**src/rtl/divider32_fp_if.sv**
```systemverilog
// Request/result bundle for the binary32 divider.
// Master drives the operands and start; slave returns quotient, status and flags.
interface divider32_fp_if;
  logic        start_i;
  logic [31:0] a_i;
  logic [31:0] b_i;
  logic [31:0] quotient_o;
  logic        done_o;
  logic        busy_o;
  logic        nan_o;
  logic        infinit_o;
  logic        overflow_o;
  logic        underflow_o;
  logic        div_by_zero_o;

  modport master (
    output start_i, a_i, b_i,
    input  quotient_o, done_o, busy_o, nan_o,
    input  infinit_o, overflow_o, underflow_o, div_by_zero_o
  );

  modport slave (
    input  start_i, a_i, b_i,
    output quotient_o, done_o, busy_o, nan_o,
    output infinit_o, overflow_o, underflow_o, div_by_zero_o
  );
endinterface

```
**src/rtl/divider32_fp.sv**
```systemverilog
// Multi-cycle binary32 divider, one restoring quotient bit per cycle.
// DIV32FP_ROUND_EN selects round-to-nearest-even; otherwise truncate.
module divider32_fp (
  input logic       clk,
  input logic       rst_n,
  divider32_fp_if.slave bus
);

`ifdef DIV32FP_ROUND_EN
  localparam bit RoundEn = 1'b1;
`else
  localparam bit RoundEn = 1'b0;
`endif

  typedef enum logic [2:0] {
    IDLE, UNPACK, DIVIDE, NORMALIZE, ROUND, DONE
  } state_t;

  state_t state;

  logic [31:0] a_q, b_q;
  logic        sign;
  logic signed [9:0] exp_q;
  logic [23:0] mb;
  logic [25:0] rem;
  logic [25:0] quo;
  logic [4:0]  cnt;

  logic [31:0] quotient;
  logic done, busy;
  logic nan, inf, ovf, unf, dbz;

  logic a_zero, b_zero, a_inf, b_inf, a_nan, b_nan;
  logic is_nan, is_inf, is_dbz, is_zero;

  always_comb begin
    a_zero = a_q[30:23] == 8'h00;
    b_zero = b_q[30:23] == 8'h00;
    a_inf  = (&a_q[30:23]) && (a_q[22:0] == 23'd0);
    b_inf  = (&b_q[30:23]) && (b_q[22:0] == 23'd0);
    a_nan  = (&a_q[30:23]) && (|a_q[22:0]);
    b_nan  = (&b_q[30:23]) && (|b_q[22:0]);
    is_nan = a_nan | b_nan | (a_zero & b_zero) | (a_inf & b_inf);
    is_inf = !is_nan && a_inf;
    is_dbz = !is_nan && !a_inf && b_zero;
    is_zero = !is_nan && !a_inf && !b_zero && (a_zero | b_inf);
  end

  logic        inc;
  logic [24:0] mant_r;
  logic [22:0] frac_r;
  logic signed [9:0] exp_r;

  // quo[1] is guard, quo[0] round, remainder gives sticky
  always_comb begin
    inc    = RoundEn & quo[1] & (quo[0] | (|rem) | quo[2]);
    mant_r = {1'b0, quo[25:2]} + {24'd0, inc};
    exp_r  = exp_q;
    frac_r = mant_r[22:0];
    if (mant_r[24]) begin
      frac_r = mant_r[23:1];
      exp_r  = exp_q + 10'sd1;
    end
  end

  always_ff @(posedge clk) begin
    if (!rst_n) begin
      state    <= IDLE;
      quotient <= 32'd0;
      done     <= 1'b0;
      busy     <= 1'b0;
      nan      <= 1'b0;
      inf      <= 1'b0;
      ovf      <= 1'b0;
      unf      <= 1'b0;
      dbz      <= 1'b0;
    end else begin
      unique case (state)
        IDLE: begin
          done <= 1'b0;
          if (bus.start_i) begin
            a_q   <= bus.a_i;
            b_q   <= bus.b_i;
            busy  <= 1'b1;
            state <= UNPACK;
          end
        end
        UNPACK: begin
          sign  <= a_q[31] ^ b_q[31];
          exp_q <= $signed({2'b00, a_q[30:23]})
                 - $signed({2'b00, b_q[30:23]})
                 + 10'sd127;
          mb    <= {1'b1, b_q[22:0]};
          rem   <= {3'b001, a_q[22:0]};
          quo   <= 26'd0;
          cnt   <= 5'd0;
          if (is_nan | is_inf | is_dbz | is_zero) begin
            if (is_nan)
              quotient <= 32'h7FC0_0000;
            else if (is_zero)
              quotient <= {a_q[31] ^ b_q[31], 31'd0};
            else
              quotient <= {a_q[31] ^ b_q[31], 8'hFF, 23'd0};
            nan   <= is_nan;
            inf   <= is_inf | is_dbz;
            dbz   <= is_dbz;
            ovf   <= 1'b0;
            unf   <= 1'b0;
            done  <= 1'b1;
            state <= DONE;
          end else begin
            state <= DIVIDE;
          end
        end
        DIVIDE: begin
          if (rem >= {2'b00, mb}) begin
            rem <= (rem - {2'b00, mb}) << 1;
            quo <= {quo[24:0], 1'b1};
          end else begin
            rem <= rem << 1;
            quo <= {quo[24:0], 1'b0};
          end
          cnt <= cnt + 5'd1;
          if (cnt == 5'd25)
            state <= NORMALIZE;
        end
        NORMALIZE: begin
          if (!quo[25]) begin
            quo   <= quo << 1;
            exp_q <= exp_q - 10'sd1;
          end
          state <= ROUND;
        end
        ROUND: begin
          nan <= 1'b0;
          dbz <= 1'b0;
          if (exp_r >= 10'sd255) begin
            quotient <= {sign, 8'hFF, 23'd0};
            inf      <= 1'b1;
            ovf      <= 1'b1;
            unf      <= 1'b0;
          end else if (exp_r <= 10'sd0) begin
            quotient <= {sign, 31'd0};
            inf      <= 1'b0;
            ovf      <= 1'b0;
            unf      <= 1'b1;
          end else begin
            quotient <= {sign, exp_r[7:0], frac_r};
            inf      <= 1'b0;
            ovf      <= 1'b0;
            unf      <= 1'b0;
          end
          done  <= 1'b1;
          state <= DONE;
        end
        DONE: begin
          done  <= 1'b0;
          busy  <= 1'b0;
          state <= IDLE;
        end
        default: state <= IDLE;
      endcase
    end
  end

  assign bus.quotient_o    = quotient;
  assign bus.done_o        = done;
  assign bus.busy_o        = busy;
  assign bus.nan_o         = nan;
  assign bus.infinit_o     = inf;
  assign bus.overflow_o    = ovf;
  assign bus.underflow_o   = unf;
  assign bus.div_by_zero_o = dbz;

endmodule

```
**src/flat_wrapper.sv**
```systemverilog
// flat-port wrapper written by rule: the top's interface ports become plain ports
module divider32_fp_flat 
  (clk, rst_n, bus_start_i, bus_a_i, bus_b_i, bus_quotient_o, bus_done_o, bus_busy_o, bus_nan_o, bus_infinit_o, bus_overflow_o, bus_underflow_o, bus_div_by_zero_o);
  divider32_fp_if bus_i ();
  input logic clk;
  input logic rst_n;
  input wire logic [$bits(bus_i.start_i)-1:0] bus_start_i;
  input wire logic [$bits(bus_i.a_i)-1:0] bus_a_i;
  input wire logic [$bits(bus_i.b_i)-1:0] bus_b_i;
  output wire logic [$bits(bus_i.quotient_o)-1:0] bus_quotient_o;
  output wire logic [$bits(bus_i.done_o)-1:0] bus_done_o;
  output wire logic [$bits(bus_i.busy_o)-1:0] bus_busy_o;
  output wire logic [$bits(bus_i.nan_o)-1:0] bus_nan_o;
  output wire logic [$bits(bus_i.infinit_o)-1:0] bus_infinit_o;
  output wire logic [$bits(bus_i.overflow_o)-1:0] bus_overflow_o;
  output wire logic [$bits(bus_i.underflow_o)-1:0] bus_underflow_o;
  output wire logic [$bits(bus_i.div_by_zero_o)-1:0] bus_div_by_zero_o;
  assign bus_i.start_i = bus_start_i;
  assign bus_i.a_i = bus_a_i;
  assign bus_i.b_i = bus_b_i;
  assign bus_quotient_o = bus_i.quotient_o;
  assign bus_done_o = bus_i.done_o;
  assign bus_busy_o = bus_i.busy_o;
  assign bus_nan_o = bus_i.nan_o;
  assign bus_infinit_o = bus_i.infinit_o;
  assign bus_overflow_o = bus_i.overflow_o;
  assign bus_underflow_o = bus_i.underflow_o;
  assign bus_div_by_zero_o = bus_i.div_by_zero_o;
  divider32_fp u_core (.clk(clk), .rst_n(rst_n), .bus(bus_i));
endmodule
```
**config.mk**
```make
export PLATFORM = sky130hd
export DESIGN_NAME = divider32_fp_flat
export DESIGN_NICKNAME = d
export VERILOG_FILES = /design/src/rtl/divider32_fp_if.sv /design/src/rtl/divider32_fp.sv /design/src/flat_wrapper.sv
export SDC_FILE = /design/constraint.sdc
export NUM_CORES = 1
export LEC_CHECK = 0
export BUFFER_PORTS_ARGS = -buffer_cell sky130_fd_sc_hd__buf_2
export CORE_ASPECT_RATIO = 1.25
export CORE_UTILIZATION = 30
export DETAILED_ROUTE_END_ITERATION = 6
export PLACE_DENSITY = 0.52
export SLEW_MARGIN = 20
export SYNTH_ARGS = -nofsm -noshare
export SYNTH_HDL_FRONTEND = slang
export SYNTH_SLANG_ARGS = --single-unit
```
**constraint.sdc**
```tcl
create_clock -name clk -period 5.6 [get_ports clk]
set_input_delay 0 -clock clk [delete_from_list [all_inputs] [get_ports clk]]
set_output_delay 0 -clock clk [all_outputs]
set_load 0.05 [all_outputs]
```
==> results of run 1 <==
layout make-up:
class / count / area [µm²]
clock buffers: 18 / 429
clock inverters: 14 / 190
fillers: 3096 / 19900
inverters: 43 / 161
multi-input cells: 602 / 3930
flip-flops and latches: 197 / 5500
well taps: 412 / 515
repair buffers: 179 / 1240
cell usage after synthesis (6+ instances only):
| cell type | count | area (µm²) |
|---|---|---|
| edfxtp_1 | 155 | 4650 |
| nor2_1 | 66 | 248 |
| nand2_1 | 61 | 229 |
| a21oi_1 | 52 | 260 |
| o21ai_0 | 44 | 220 |
| inv_1 | 43 | 161 |
| dfxtp_1 | 42 | 841 |
| ha_1 | 36 | 450 |
| and2_1 | 34 | 213 |
| nor2b_1 | 32 | 200 |
| nand3_1 | 30 | 150 |
| a22oi_1 | 23 | 173 |
| clkbuf_1 | 21 | 78.8 |
| xnor2_1 | 19 | 166 |
| a31oi_1 | 18 | 113 |
| nor4_1 | 17 | 106 |
| nor3_1 | 15 | 75.1 |
| o21a_1 | 13 | 97.6 |
| xor2_1 | 12 | 105 |
| nand4_1 | 9 | 56.3 |
| a21o_1 | 8 | 60.1 |
| o21ai_1 | 8 | 40.0 |
| nand2b_1 | 7 | 43.8 |
| o31ai_1 | 7 | 52.6 |
| a211oi_1 | 6 | 45.0 |
| or3_1 | 6 | 37.5 |
metrics by stage:
step | std cells | utilization [%] | hold slack (ps)
3_3_place_gp | 1368 | 33.5 | 178
6_report | 1465 | 37.5 | 151
4_1_cts | 1465 | 37.5 | 122
3_5_place_dp | 1368 | 33.5 | 178
5_1_grt | 1465 | 37.5 | 163
2_1_floorplan | 877 | - | 98.9
worst register-to-register path: stages (launching register included):
cell and delay (ps):
edfxtp_1 390, inv_1 80, ha_1 180, fa_1 270, nor2b_4 60, o31a_1 270, a31o_1 240, o21ba_1 220
o21a_4 220, o41ai_4 550, buf_4 390, a211oi_1 130, o22a_1 210
state kept, by name (all words and copies together), names as in the netlist:
| name | count |
|---|---|
| u_core.a_q | 32 |
| u_core.b_q | 32 |
| u_core.bus.quotient_o | 32 |
| u_core.quo | 26 |
| u_core.rem | 26 |
| u_core.mb | 23 |
| u_core.exp_q | 10 |
| u_core.cnt | 5 |
| u_core.state | 3 |
| u_core.bus.busy_o | 1 |
| u_core.bus.div_by_zero_o | 1 |
| u_core.bus.done_o | 1 |
| u_core.bus.infinit_o | 1 |
| u_core.bus.nan_o | 1 |
| u_core.bus.overflow_o | 1 |
| u_core.bus.underflow_o | 1 |
| u_core.sign | 1 |
power by group:
part | switching [mW] | internal [mW]
clock | 0.614 | 0.683
sequential | 0.0559 | 1.68
combinational | 0.319 | 0.222
metal layers:
| metal | global-route usage [%] | part of all wire [%] | vias to the layer above |
|---|---|---|---|
| li1 | - | - | 3598 |
| met1 | 18.6 | 41 | 3580 |
| met2 | 27.3 | 53 | 159 |
| met3 | 2.81 | 3.3 | 34 |
| met4 | 6.68 | 2.6 | 0 |
| met5 | 0 | 0 | - |
cells by family (layout without fill, tap and decap cells):
logic type                 after synthesis  in the layout
DFF                                    197            197
adders and majority gates               38             38
muxes                                    4              4
and+or+nand+nor                        295            295
xor gates and xnor gates                31             31
buffers and inverters                   78            254
AOI/OAI and AO/OA                      234            234
how the worst max path moves through the flow:
| stage | from | endpoint | depth (start not counted) |
|---|---|---|---|
| 2_1_floorplan | u_core.state[1] | u_core.a_q[0] | 4 |
| 3_3_place_gp | u_core.rem[0] | u_core.rem[16] | 12 |
| 3_5_place_dp | u_core.rem[0] | u_core.rem[16] | 12 |
| 4_1_cts | u_core.rem[0] | u_core.rem[16] | 12 |
| 5_1_grt | u_core.rem[0] | u_core.rem[16] | 12 |
| 6_report | u_core.rem[0] | u_core.rem[16] | 12 |
==> summary.md, run 1 <==
| Metric | Value |
|---|---|
| Status | `completed` |
| Post-synthesis xor/xnor area fraction | `roughly 2.8%` |
| Root Buffer | `clkbuf_16` |
| # diodes | `0` |
| DRT iter0 DRCs | `520` |
| GRT Resource Usage Total | `15.6%` |
| Number of gates resized after CTS | `0` |
| Period utilisation layout | `61.8%` |
| Syn Std Cell Area | `0.00975 mm²` |
| Slew margin rel. | `40.2%` |
| Post-Synth Adder-Cell Area | `5.03%` |
| Pin count of the biggest net entering global routing | `48` |
| Yosys reg bits | `197` |
| CP peak stage delay | `550 ps` |
| Syn Area/Cell | `11.1 µm²` |
| P_leak | `4.48 nW` |
| # setup viols final | `0` |
| Startpoint Class | `flop` |
| GPL Wtd Cong | `0.829` |
| Post-route cell area | `between 0.01 and 0.015 mm²` |
| Crit-path leading delay family | `compound AO/OA/AOI/OAI gates` |
| Routed Antenna Nets | `0` |
| Peak supply drop | `0.000172 V` |
| Slowest CP cell | `o41ai_4` |
| FFs w/ async S/R, synth | `0%` |
| Share of cells above drive strength 1 | `between 15 and 20%` |
| WS Path Type | `reg2reg` |
| Max Fanout on Critical Path | `23` |
| Die area | `0.0332 mm²` |
| Hold Path End | `u_core.bus.quotient_o[30]` |
| WL/cell | `17.0 µm` |
| Std cell rows | `73` |
| RSZ-0062 raised after global routing | `false` |
| Yosys warning count | `0` |
| Buffers added on ports | `105` |
| Worst min path class | `in2reg` |
| Simple-gate share of the synthesized area | `15.4%` |
| Total Nets Final | `between 1k and 1.5k` |
| CTS buffer count | `17` |
| Placed instance area | `~0.011 mm²` |
| Max-cap check violation count | `0` |
| Cell Pwr Density | `around 300 mW/mm²` |
| Max Fclk | `~290 MHz` |
| R2R setup slack | `2140 ps` |
| EDFF count, synth | `155` |
| First drt pass iteration count | `7` |
| Initial antenna violation count | `0` |
| Worst Setup End Kind | `flop` |
| H-tree levels | `4` |
| Setup tns final | `0 ps` |
| Critical Path RT | `around 5800 ps` |
| Setup Fix Bufs, Post-CTS | `0` |
| Grt ovf | `0` |
| Pins over their slew limit | `0` |
| Total length of routed wires | `24.8 mm` |
| Cts hold-fix bufs | `65` |
| Bufs on Longest Clock Path | `2` |
| CTS tree | `yes` |
| DP Worst Slack | `2180 ps` |
| Reg2reg end | `u_core.rem[16]` |
| First-pass GRT wire length | `~40 mm` |
| HP Start | `rst_n` |
| DR vias/cell | `5.03` |
| Worst setup margin | `2140 ps` |
| Number of top-level pins | `106` |
| Largest family of logic cells by synthesized area | `compound AO/OA/AOI/OAI gates` |
| Total power | `3.58 mW` |
| Most common cell after layout, fill and taps aside | `edfxtp_1` |
| Most frequent cells in the layout | `edfxtp_1 (155), buf_2 (105), dlygate4sd3_1 (65)` |
| Die height | `204 µm` |
| Syn Inst Count | `877` |
| Final count of hold timing violations | `0` |
| Final HPWL from detailed placement | `17.3 mm` |
| Skew-Pair Late Insertion Delay | `450 ps` |
| Reg2Reg Depth | `12` |
| Worst Skew | `14.4 ps` |
| Initial Util | `a little under a third` |
| Slew @ Worst Pin | `~900 ps` |
| Vias in the first global route | `7452` |
| Sinks on the clock net | `around 200` |
| Hold Path Stages | `2` |
| Core area | `0.0319 mm²` |
| Vias | `7371` |
| Clock-pin slew on the worst setup and hold paths | `80 ps` |
| Crit path buf inv count | `2` |
| Critical-path cell list | `inv_1 > ha_1 > fa_1 > nor2b_4 > o31a_1 > a31o_1 > o21ba_1 > o21a_4 > o41ai_4 > buf_4 > a211oi_1 > o22a_1` |
| Post-synth cell types | `75` |
| RR Startpoint | `u_core.rem[0]` |
| Compound-Gate Fraction of Synth Area | `around 16%` |
| Drt drc | `0` |
| Ys flop type | `edfxtp_1` |
| Syn nets | `~1000` |
| Area Overhead vs Synth | `22.7%` |
| WP data arrival | `approximately 3700 ps` |
| Mux share of post-synthesis cell area | `0.411%` |
| Fraction of the yosys area taken by sequential cells | `56.3%` |
| Die width | `about 160 µm` |
| Fin crit period | `3460 ps` |
(Power assumes the default switching activity.)
==> run 2: changes to the inputs <==
Settings changed: PLACE_DENSITY 0.52 to 0.54.
Clock period 5.6 ns to 3 ns, I/O delays scaled along.
==> run 2 against run 1 <==
Power rose by 86%. Utilization rose by 0.87 points. Clock skew fell by 3.3 ps. Via count rose by 0.14%. Non-clock buffer count rose by 31. Clock power rose by 80%. Global-route usage barely moved. Die area did not move. Critical path depth did not move. Sequential power rose by 87%. Flip-flop and latch count did not move. Register-to-register slack got worse by 2100 ps. Critical endpoint is now u_core.rem[4].
==> summary.md, run 2 (synthesized netlist as in run 1, its figures left out) <==
| Metric | Value |
|---|---|
| Status | `completed` |
| Reg2Reg Depth | `12 (unchanged)` |
| Worst Setup End Kind | `flop` |
| Final count of hold timing violations | `0 (unchanged)` |
| Worst Skew | `11.0 ps (-3.33 ps)` |
| RSZ-0062 raised after global routing | `true` |
| Clock-pin slew on the worst setup and hold paths | `70 ps (about the same)` |
| Reg2reg end | `u_core.rem[4]` |
| HP Start | `bus_a_i[16]` |
| Placed instance area | `0.0109 mm² (+1.7%)` |
| Die height | `204 µm (unchanged)` |
| Vias in the first global route | `7498 (+0.62%)` |
| CTS tree | `yes` |
| Critical Path RT | `3190 ps (-2620 ps)` |
| Filler instances | `3081 (-0.48%)` |
| DRT iter0 DRCs | `358 (-31%)` |
| CP peak stage delay | `420 ps (-130 ps)` |
| Slowest CP cell | `edfxtp_1` |
| # setup viols final | `0 (unchanged)` |
| Buffers added on ports | `105 (unchanged)` |
| Core area | `0.0319 mm² (unchanged)` |
| First-pass GRT wire length | `39.8 mm (-0.26%)` |
| Pin count of the biggest net entering global routing | `49 (+2.1%)` |
| Setup tns final | `0 ps (unchanged)` |
| Hold Path Stages | `2 (unchanged)` |
| R2R setup slack | `30 ps (-2110 ps)` |
| Slew margin rel. | `51.9% (+12 points)` |
| Fin crit period | `2970 ps (-488 ps)` |
| Sinks on the clock net | `197 (unchanged)` |
| Most frequent cells in the layout | `edfxtp_1 (155), buf_2 (105), dlygate4sd3_1 (66)` |
| FF+latch area | `0.00550 mm² (unchanged)` |
| First drt pass iteration count | `5 (-2)` |
| Critical-path cell list | `inv_2 > ha_4 > fa_2 > nor2b_4 > o31a_1 > a31o_1 > o21ba_4 > o21a_4 > o41a_1 > buf_6 > o21ai_0 > a31oi_1` |
| Die width | `163 µm (unchanged)` |
| Grt ovf | `0 (unchanged)` |
| Total length of routed wires | `25.1 mm (+1.0%)` |
| GPL Wtd Cong | `0.867 (+4.6%)` |
| Die area | `0.0332 mm² (unchanged)` |
| Peak supply drop | `0.000439 V (+150%)` |
| GRT Resource Usage Total | `15.7% (about the same)` |
| Routed Antenna Nets | `0 (unchanged)` |
| Total power | `6.67 mW (+86%)` |
| Multi-input logic area | `0.00398 mm² (+1.3%)` |
| WS Path Type | `reg2reg` |
| Post-route cell area | `0.0122 mm² (+2.3%)` |
| Number of top-level pins | `106 (unchanged)` |
| Initial Util | `30.6% (unchanged)` |
| Hold Path End | `u_core.a_q[16]` |
| Slew @ Worst Pin | `722 ps (-175 ps)` |
| Pins over their slew limit | `0 (unchanged)` |
| Most common cell after layout, fill and taps aside | `edfxtp_1` |
| Bufs on Longest Clock Path | `2 (unchanged)` |
| Root Buffer | `clkbuf_16` |
| Max Fanout on Critical Path | `12 (-48%)` |
| # diodes | `0 (unchanged)` |
| CTS buffer count | `17 (unchanged)` |
| Cell Pwr Density | `545 mW/mm² (+82%)` |
| H-tree levels | `4 (unchanged)` |
| WP data arrival | `3160 ps (-510 ps)` |
| Max-cap check violation count | `0 (unchanged)` |
| Vias | `7381 (+0.14%)` |
| Startpoint Class | `flop` |
| Crit-path leading delay family | `compound AO/OA/AOI/OAI gates` |
| Max Fclk | `336 MHz (+16%)` |
| RR Startpoint | `u_core.rem[0]` |
| Skew-Pair Late Insertion Delay | `460 ps (about the same)` |
| Period utilisation layout | `99.1% (+37 points)` |
| Crit path buf inv count | `2 (unchanged)` |
| Share of cells above drive strength 1 | `19.4% (+3.1 points)` |
| DR vias/cell | `4.93 (-1.9%)` |
| Worst min path class | `in2reg` |
| Area Overhead vs Synth | `25.5%` |
| WL/cell | `16.8 µm (-1.0%)` |
| Final HPWL from detailed placement | `17.6 mm (+1.8%)` |
| Drt drc | `0 (unchanged)` |
| Total Nets Final | `1176 (+2.7%)` |
| Initial antenna violation count | `0 (unchanged)` |
| Std cell rows | `73 (unchanged)` |
| P_leak | `4.63 nW (+3.2%)` |
run 2: worst max-delay path by stage:
stage / start / end / cells after the start
detailed placement: u_core.rem[0] / u_core.rem[16] / 12
floorplan: u_core.state[1] / u_core.a_q[0] / 4
global route: u_core.rem[0] / u_core.rem[13] / 12
CTS: u_core.rem[0] / u_core.rem[3] / 12
finish: u_core.rem[0] / u_core.rem[4] / 12
global placement: u_core.rem[0] / u_core.rem[5] / 12
run 2: through the flow:
step,hold WS [ps],worst slack (ps),util (%),cells
after floorplan,98.9,125,-,877
after global placement,177,31.2,34.1,1394
after detailed placement,178,-40.8,34.1,1394
after CTS,222,17.9,38.1,1492
after global routing,234,-82.5,38.4,1496
final,253,26.9,38.4,1496
run 2: layer usage:
| metal | part of all wire, % | routed length, µm | vias to the layer above | global-route usage (%) |
|---|---|---|---|---|
| met2 | 52 | 13100 | 141 | 27.8 |
| li1 | - | - | 3643 | - |
| met4 | 2.9 | 726 | 0 | 6.98 |
| met1 | 42 | 10500 | 3555 | 18.0 |
| met3 | 3.3 | 822 | 42 | 3.15 |
| met5 | 0 | 0 | - | 0 |
run 2: area by class of cell:
| type | instances | area share (%) |
|---|---|---|
| flip-flops and latches | 197 | 44.9 |
| multi-input cells | 602 | 32.5 |
| repair buffers | 210 | 12.2 |
| well taps | 412 | 4.21 |
| clock buffers | 20 | 3.73 |
| inverters | 43 | 1.32 |
| clock inverters | 12 | 1.09 |
run 2: worst register-to-register path: stages (launching register included):
cell	delay, ps
edfxtp_1	420
inv_2	90
ha_4	140
fa_2	240
nor2b_4	50
o31a_1	280
a31o_1	260
o21ba_4	230
o21a_4	210
o41a_1	400
buf_6	170
o21ai_0	150
a31oi_1	90
run 2: report_power, final:
part	leakage [nW]	total, mW	internal, mW	switching [mW]
Sequential	1.77	3.25	3.14	0.105
Clock	0.287	2.34	1.22	1.12
Combinational	2.57	1.08	0.460	0.617
Total	4.63	6.67	4.83	1.85
run 2: repair_timing:
action	CTS	global route
pin swaps	1	4
buffers inserted	0	3
gates cloned	0	1
hold endpoints to repair	66	0
endpoints found under the setup margin	9	25
hold buffers	66	0
resized for setup	5	20
==> run 3: changes to the inputs <==
Settings changed: CAP_MARGIN set to 15, CORE_MARGIN set to 2, SETUP_SLACK_MARGIN set to 0.2.
==> run 3 against run 2 <==
Critical endpoint is now u_core.rem[8]. Cell count is 0.27% higher. Clock-buffer cell count unchanged. Critical path type unchanged. Die area grew 2.2%.
==> summary.md, run 3 (synthesized netlist as in run 1, its figures left out) <==
| Metric | Value |
|---|---|
| Status | `completed` |
| Grt ovf | `0 (unchanged)` |
| Most frequent cells in the layout | `edfxtp_1 (155), buf_2 (105), dlygate4sd3_1 (66)` |
| DR vias/cell | `5.03 (+1.9%)` |
| CTS tree | `yes` |
| Post-Place Cells | `1397 (+0.22%)` |
| Initial Util | `30.6% (unchanged)` |
| Drt drc | `0 (unchanged)` |
| Period utilisation layout | `99.1% (about the same)` |
| P_leak | `4.65 nW (+0.54%)` |
| Max Fanout on Critical Path | `20 (+8)` |
| Total power | `6.64 mW (-0.46%)` |
| # diodes | `0 (unchanged)` |
| Slew @ Worst Pin | `656 ps (-65.7 ps)` |
| Vias | `7539 (+2.1%)` |
| Number of top-level pins | `106 (unchanged)` |
| Worst Skew | `9.40 ps (-1.62 ps)` |
| Die width | `165 µm (+1.2%)` |
| Final count of hold timing violations | `0 (unchanged)` |
| Cell Pwr Density | `541 mW/mm² (-0.76%)` |
| Critical Path RT | `3190 ps (about the same)` |
| Sinks on the clock net | `197 (unchanged)` |
| Filler instances | `3088 (+0.23%)` |
| Routed Antenna Nets | `0 (unchanged)` |
| Clock-pin slew on the worst setup and hold paths | `70 ps (about the same)` |
| Critical-path cell list | `inv_1 > ha_2 > fa_2 > nor2b_4 > o31a_1 > a31o_1 > o21ba_4 > o21a_4 > buf_12 > o41ai_4 > buf_6 > a211o_1 > a31oi_1` |
| Startpoint Class | `flop` |
| Placed instance area | `0.0109 mm² (+0.58%)` |
| GPL Wtd Cong | `0.841 (-3.0%)` |
| DRT iter0 DRCs | `558 (+56%)` |
| Final non-filler cell total | `1500 (+0.27%)` |
| Core area | `0.0319 mm² (unchanged)` |
| Worst Setup End Kind | `flop` |
| Die height | `206 µm (+0.98%)` |
| WL/cell | `16.9 µm (+0.82%)` |
| WP data arrival | `3160 ps (about the same)` |
| First-pass GRT wire length | `40.4 mm (+1.5%)` |
| Slew margin rel. | `55.9% (+4.0 points)` |
| Max Fclk | `337 MHz (about the same)` |
| GRT Resource Usage Total | `15.5% (-0.11 points)` |
| Share of cells above drive strength 1 | `19.9% (+0.48 points)` |
| Vias in the first global route | `7494 (-0.053%)` |
| Max-cap check violation count | `0 (unchanged)` |
| Worst setup margin | `28.4 ps (+1.53 ps)` |
| Setup tns final | `0 ps (unchanged)` |
| Area Overhead vs Synth | `25.9%` |
| R2R setup slack | `30 ps (about the same)` |
| First drt pass iteration count | `5 (unchanged)` |
| Fin crit period | `2970 ps (-1.53 ps)` |
| Buffers added on ports | `105 (unchanged)` |
| RSZ-0062 raised after global routing | `true` |
| Die area | `0.0340 mm² (+2.2%)` |
| Initial antenna violation count | `0 (unchanged)` |
| Root Buffer | `clkbuf_16` |
| Worst min path class | `in2reg` |
| Skew-Pair Late Insertion Delay | `460 ps (about the same)` |
| Post-route cell area | `0.0123 mm² (+0.31%)` |
| Std cell rows | `73 (unchanged)` |
| H-tree levels | `4 (unchanged)` |
| CTS buffer count | `17 (unchanged)` |
| Pins over their slew limit | `0 (unchanged)` |
| Total Nets Final | `1180 (+0.34%)` |
| Peak supply drop | `0.000411 V (-6.3%)` |
| Total length of routed wires | `25.4 mm (+1.1%)` |
| Pin count of the biggest net entering global routing | `65 (+33%)` |
| Most common cell after layout, fill and taps aside | `edfxtp_1` |
| Bufs on Longest Clock Path | `2 (unchanged)` |
| WS Path Type | `reg2reg` |
| Slowest CP cell | `edfxtp_1` |
| # setup viols final | `0 (unchanged)` |
| CP peak stage delay | `380 ps (-40 ps)` |
| Final HPWL from detailed placement | `17.8 mm (+1.2%)` |
| DP Worst Slack | `-21.4 ps (+19.4 ps)` |
==> run 3: report_power, final <==
part	internal, mW	leakage (nW)	switching, mW
sequential	3.14	1.77	0.103
combinational	0.476	2.60	0.629
clock	1.19	0.276	1.10
total	4.81	4.65	1.83
==> run 3: path summary, 6_finish.rpt <==
check	start	endpoint	cells after the start
setup / recovery	u_core.rem[0]	u_core.rem[8]	13
hold / removal	bus_a_i[3]	u_core.a_q[3]	2
setup reg to reg	u_core.rem[0]	u_core.rem[8]	13
hold reg to reg	u_core.b_q[11]	u_core.mb[11]	0
==> run 3: per-layer routing <==
| layer | up-vias | track usage (%) | wire length (µm) |
|---|---|---|---|
| li1 | 3662 | - | - |
| met1 | 3688 | 18.6 | 10800 |
| met2 | 146 | 26.8 | 12900 |
| met3 | 43 | 2.70 | 785 |
| met4 | 0 | 7.48 | 829 |
| met5 | - | 0 | 0 |
==> run 3: stage by stage <==
step	utilization, %	hold slack, ps
finish	38.5	253
global placement	34.3	177
floorplan	-	98.9
detailed placement	34.3	178
global route	38.5	234
CTS	38.4	230
==> run 3: timing repair <==
item,4_1_cts,5_1_grt
resized for setup,18,4
setup buffers,3,2
hold buffers,66,0
setup endpoints to repair,26,30
pin swaps,2,1
hold endpoints to repair,79,0
==> run 3: critical path, delay by kind of cell (launching register included) <==
kind | cells | cell delay [ps]
buffers and inverters | 3 | 440
adders and majority gates | 2 | 410
and+or+nand+nor | 1 | 50
AOI/OAI and AO/OA | 7 | 1410
DFF | 1 | 380
==> run 3: cell type report <==
type                    count  area, µm²  area share [%]
flip-flops and latches    197       5500            44.7
multi-input cells         602       3980            32.4
repair buffers            214       1570            12.8
well taps                 412        515            4.20
clock buffers              20        447            3.64
inverters                  43        161            1.31
clock inverters            12        119           0.968
